==> src/rtl/seq_alu_if.sv <==
// seq_alu_if: request/response bundle between a controller and the sequential ALU
interface seq_alu_if;
    logic        start;
    logic [15:0] op1;
    logic [15:0] op2;
    logic [1:0]  operator;
    logic [15:0] result;
    logic [15:0] remainder;
    logic        busy;
    logic        done;
    logic        overflow;
    logic        div_by_zero;
    modport master (
        output start, op1, op2, operator,
        input  result, remainder, busy, done, overflow, div_by_zero
    );
    modport slave (
        input  start, op1, op2, operator,
        output result, remainder, busy, done, overflow, div_by_zero
    );
endinterface

==> src/rtl/seq_alu.sv <==
// seq_alu: single-cycle add/sub/mul and 16-step restoring divide behind an IDLE/DIV/DONE FSM
module seq_alu (
    input logic      clk,
    input logic      rst,
    seq_alu_if.slave bus
);
    typedef enum logic [1:0] {IDLE, DIV, DONE} state_t;
    state_t      state, state_nx;
    logic [3:0]  cnt;
    logic [15:0] q, r, d, nq, nr;
    logic [16:0] trial, diff, sum;
    logic [31:0] prod;
    logic        div_go;
    always_comb begin
        sum    = {1'b0, bus.op1} + {1'b0, bus.op2};
        prod   = bus.op1 * bus.op2;
        div_go = bus.operator == 2'b11 && bus.op2 != 16'd0;
        trial  = {r, q[15]};
        diff   = trial - {1'b0, d};
        nq     = {q[14:0], ~diff[16]};
        nr     = diff[16] ? trial[15:0] : diff[15:0];
    end
    always_ff @(posedge clk)
        if (rst) state <= IDLE;
        else     state <= state_nx;
    always_comb
        state_nx = state == IDLE ? (bus.start ? (div_go ? DIV : DONE) : IDLE) :
                   state == DIV  ? (cnt == 4'd15 ? DONE : DIV) : IDLE;
    always_comb begin
        bus.busy = state == DIV;
        bus.done = state == DONE;
    end
    // A valid divide leaves the visible outputs untouched until its last step
    always_ff @(posedge clk)
        if (rst) begin
            cnt             <= '0;
            q               <= '0;
            r               <= '0;
            d               <= '0;
            bus.result      <= '0;
            bus.remainder   <= '0;
            bus.overflow    <= 1'b0;
            bus.div_by_zero <= 1'b0;
        end else if (state == IDLE && bus.start) begin
            cnt <= '0;
            q   <= bus.op1;
            r   <= '0;
            d   <= bus.op2;
            if (!div_go) begin
                bus.result      <= bus.operator == 2'b00 ? sum[15:0] :
                                   bus.operator == 2'b01 ? bus.op1 - bus.op2 :
                                   bus.operator == 2'b10 ? prod[15:0] : 16'hFFFF;
                bus.remainder   <= bus.operator == 2'b11 ? bus.op1 : 16'd0;
                bus.overflow    <= bus.operator == 2'b00 ? sum[16] :
                                   bus.operator == 2'b01 ? bus.op1 < bus.op2 :
                                   bus.operator == 2'b10 ? |prod[31:16] : 1'b0;
                bus.div_by_zero <= bus.operator == 2'b11;
            end
        end else if (state == DIV) begin
            cnt <= cnt + 4'd1;
            q   <= nq;
            r   <= nr;
            if (cnt == 4'd15) begin
                bus.result      <= nq;
                bus.remainder   <= nr;
                bus.overflow    <= 1'b0;
                bus.div_by_zero <= 1'b0;
            end
        end
endmodule

==> src/flat_wrapper.sv <==
// flat-port wrapper written by rule: the top's interface ports become plain ports
module seq_alu_flat 
  (clk, rst, bus_start, bus_op1, bus_op2, bus_operator, bus_result, bus_remainder, bus_busy, bus_done, bus_overflow, bus_div_by_zero);
  seq_alu_if bus_i ();
  input logic clk;
  input logic rst;
  input wire logic [$bits(bus_i.start)-1:0] bus_start;
  input wire logic [$bits(bus_i.op1)-1:0] bus_op1;
  input wire logic [$bits(bus_i.op2)-1:0] bus_op2;
  input wire logic [$bits(bus_i.operator)-1:0] bus_operator;
  output wire logic [$bits(bus_i.result)-1:0] bus_result;
  output wire logic [$bits(bus_i.remainder)-1:0] bus_remainder;
  output wire logic [$bits(bus_i.busy)-1:0] bus_busy;
  output wire logic [$bits(bus_i.done)-1:0] bus_done;
  output wire logic [$bits(bus_i.overflow)-1:0] bus_overflow;
  output wire logic [$bits(bus_i.div_by_zero)-1:0] bus_div_by_zero;
  assign bus_i.start = bus_start;
  assign bus_i.op1 = bus_op1;
  assign bus_i.op2 = bus_op2;
  assign bus_i.operator = bus_operator;
  assign bus_result = bus_i.result;
  assign bus_remainder = bus_i.remainder;
  assign bus_busy = bus_i.busy;
  assign bus_done = bus_i.done;
  assign bus_overflow = bus_i.overflow;
  assign bus_div_by_zero = bus_i.div_by_zero;
  seq_alu u_core (.clk(clk), .rst(rst), .bus(bus_i));
endmodule
==> config.mk <==
export PLATFORM = sky130hd
export DESIGN_NAME = seq_alu_flat
export DESIGN_NICKNAME = d
export VERILOG_FILES = /design/src/rtl/seq_alu_if.sv /design/src/rtl/seq_alu.sv /design/src/flat_wrapper.sv
export SDC_FILE = /design/constraint.sdc
export NUM_CORES = 1
export LEC_CHECK = 0
export CORE_MARGIN = 2
export CORE_UTILIZATION = 57
export CTS_CLUSTER_SIZE = 10
export DETAILED_ROUTE_END_ITERATION = 8
export PLACE_DENSITY = 0.79
export SYNTH_ARGS = -nofsm -noshare
export SYNTH_HDL_FRONTEND = slang
export SYNTH_SLANG_ARGS = --single-unit
==> constraint.sdc <==
create_clock -name clk -period 7.3 [get_ports clk]
set_input_delay 1.46 -clock clk [delete_from_list [all_inputs] [get_ports clk]]
set_output_delay 1.46 -clock clk [all_outputs]
set_load 0.005 [all_outputs]
==> impl_results.md <==
- Netlist cell types: 82
- Synth area leaders: fa_1 27%, ha_1 13%, dfxtp_1 12%
- Root buf cell: clkbuf_16
- Synth Warn #: 0
- Largest family of logic cells by synthesized area: adder cells
- Synth Area in Adders: 39.6%
- Antenna Nets Post-Route: 0
- Post-Synthesis Cells: about 1800
- Primary FF master, synth: dfxtp_1
- Post-DP HPWL: between 30000 and 40000 microns
- Reg-to-reg setup timing slack: 3.37 ns
- Global route total overflow: 0
- CP startpoint kind: primary input
- Setup CP Type: in2reg
- H-tree level count: 3
- Final worst slack: -0.0812 ns
- Largest net degree at the start of global routing: approximately 70
- Routed vias/inst: between 6 and 7
- Period minus WS final: around 7.4 ns
- CTS Sinks: about 90
- Hold Crit Class: reg2reg
- Ant. Diodes: 0
- Final Max Slew Viols: 0
- Syn Area/Cell: between 8 and 9 sq um
- Initial antenna violation count: 0
- Hold slack: 0.458 ns
- Chip width: approximately 170 microns
- Area growth syn-to-layout: 23.8%
- Crit path arrival time: 7.58 ns
- Cell Area, Synth: 14800 sq um
- Post-synth EDFFs: 0
- XOR/XNOR Fraction of Synth Area: roughly 2.7%
- FMAX: 135 MHz
- Setup violators final: 1
- Status: complete, but fails checks
- First-pass GRT wire length: 73500 microns
- Asr flop ratio synth: 0%
- Clock insertion delay at the later pin of the skew report: 0.35 ns
- Register area share after synthesis: around an eighth
- Share of layout cells above drive strength 1: 16.9%
- CTS tree: built
- Effective utilization at floorplan: between 50% and 60%
- Yosys reg bits: 88
- Skew final: 0.0117 ns
- Slew @ Worst Pin: 1.25 ns
- Ports: 73
- Final period utilization: 101%
- Cts bufs inserted: 9
- Mux share of post-synthesis cell area: 0.753%
- Simple-gate portion of the synthesized area: 18.2%
- CP endpoint kind: flop
- Area fraction in compound gates after synthesis: 17.1%
- Area occupied by multi-input gates: 11900 sq um
- Syn nets: 2203
- CP required: 7.50 ns
- FF/Latch Area: 1760 sq um
- Nets: approximately 2400
- Core Area: 25300 sq um
- # hold bufs at CTS: 0
- Clock slew at reported path FFs: 0.07 ns
- Input/output buffers: 72
- Max_cap viols: 0
- Clock Tree Buf Depth: 2
- GRT Total Usage: 34.5%
- Dpl cells: 2326
- Die area: 27200 sq um
- Post-Layout Cell Count: 2377
- Top cell type's share of synthesized area: 26.7%
- Post-detailed-route DRC marker count: 0
- Relative slew slack: 16.5%
- RSZ-0062 raised after global routing: true
- Final WL: 48900 microns
- DR iter-0 viols: roughly 1600
- Rows: 58
- Number of global-route vias before repair: 14300
- Final hold vios: 0
- Die height: approximately 170 microns
- Fill cell count: 1878
- Cell accounting for the most synthesized area: fa_1
- DR vias: 14500
- Failing checks: negative setup slack
- Drt wl/cell: roughly 21 microns
- GPL Wtd Cong: 0.989
- DR pass1 iterations: 6
- CP max FO: 5
Yosys cell counts (4+ instances only):
cell,count
fa_1,197
xor2_1,18
nand4_1,7
nor2b_1,12
dfxtp_1,88
o221ai_1,5
and2_1,101
nand3_1,28
o211ai_1,18
o31ai_1,8
o21bai_1,7
clkbuf_8,4
a31oi_1,14
mux2i_1,10
ha_1,153
o21ai_0,70
o21a_1,6
a21oi_1,124
xnor2_1,27
buf_1,5
nand2_1,244
nand3b_1,4
nor2_1,99
nand2b_1,8
a311oi_1,6
a211oi_1,27
a221oi_1,4
nor3_1,31
and3_1,10
a22oi_1,17
nor4_1,13
inv_1,269
a21boi_0,13
a21o_1,21
clkbuf_1,74
layer usage:
metal  part of all wire (%)  GRT usage [%]
met3                    8.7           3.79
met4                    6.5           15.7
met5                      0              0
met2                     47           58.3
met1                     37           44.6
what timing repair did:
| item | in CTS | in global routing |
|---|---|---|
| cloned | 0 | 7 |
| setup buffers | 0 | 28 |
| resized for setup | 18 | 131 |
| pin swaps | 7 | 75 |
| endpoints found under the setup margin | 1 | 4 |
critical path, cell delays in order:
cell and delay, ns:
buf_4 0.15, clkbuf_16 0.17, and2_1 0.17, fa_1 0.55, inv_1 0.07, fa_1 0.49
fa_1 0.52, inv_1 0.06, fa_1 0.48, fa_1 0.48, inv_1 0.06, fa_1 0.52
inv_1 0.08, ha_4 0.29, buf_6 0.13, nand3_4 0.09, o211ai_1 0.18, a31oi_4 0.09
o311ai_4 0.38, a31oi_1 0.15, xnor2_1 0.14, or4_4 0.53, nor4_4 0.26, nor4_1 0.08
cells in the final DEF, fill, tap and decap left out, types with 19 or more instances in the layout:
cell type	count
inv_1	261
buf_6	23
xnor2_1	27
and2_1	98
fa_1	186
a21o_1	21
nand3_1	25
a21oi_1	119
o21ai_0	69
nor3_1	31
clkdlybuf4s50_1	40
nor2_1	95
ha_1	138
buf_4	184
dlymetal6s2s_1	20
nand2_1	239
dfxtp_1	88
a211oi_1	24
buf_12	19
cells by family (layout without fill, tap and decap cells):
logic type / Yosys count / count (layout)
muxes: 11 / 11
buffers and inverters: 362 / 593
AOI/OAI and AO/OA: 386 / 386
xor gates and xnor gates: 45 / 45
and+or+nand+nor: 574 / 574
DFF: 88 / 88
adders and majority gates: 350 / 350
layout make-up:
| cell class | instances | area share [%] |
|---|---|---|
| Timing Repair Buffer | 305 | 15.6 |
| Tap cell | 330 | 2.26 |
| Inverter | 272 | 5.58 |
| Sequential cell | 88 | 9.63 |
| Clock inverter | 7 | 0.383 |
| Multi-Input combinational cell | 1366 | 65.3 |
| Clock buffer | 9 | 1.23 |
worst paths after layout:
kind | cells past startpoint | start | end
max | 24 | bus_op1[9] | u_core.bus.overflow
min | 2 | u_core.d[14] | u_core.d[14]
max reg2reg | 12 | u_core.q[15] | u_core.bus.remainder[3]
min reg2reg | 2 | u_core.d[14] | u_core.d[14]
stage by stage:
| stage | instance area, sq um | utilization [%] | setup WS (ns) | TNS, ns |
|---|---|---|---|---|
| 2_1_floorplan | 14800 | - | 0.0243 | 0 |
| 3_3_place_gp | 17200 | 67.9 | -0.704 | -1.07 |
| 3_5_place_dp | 17200 | 67.9 | -0.864 | -1.56 |
| 4_1_cts | 17600 | 69.4 | -0.271 | -0.271 |
| 5_1_grt | 18300 | 72.2 | -0.236 | -0.236 |
| 6_report | 18300 | 72.2 | -0.0812 | -0.0812 |
registers in the layout, indices dropped and copies added (netlist names), 2 cells and up:
| register | count |
|---|---|
| u_core.q | 16 |
| u_core.bus.result | 16 |
| u_core.cnt | 4 |
| u_core.state | 2 |
| u_core.bus.remainder | 16 |
| u_core.r | 16 |
| u_core.d | 16 |
Power is left out: the tool's default activity adds up to more than one toggle a clock period on the data nets, which glitch-free logic cannot reach.
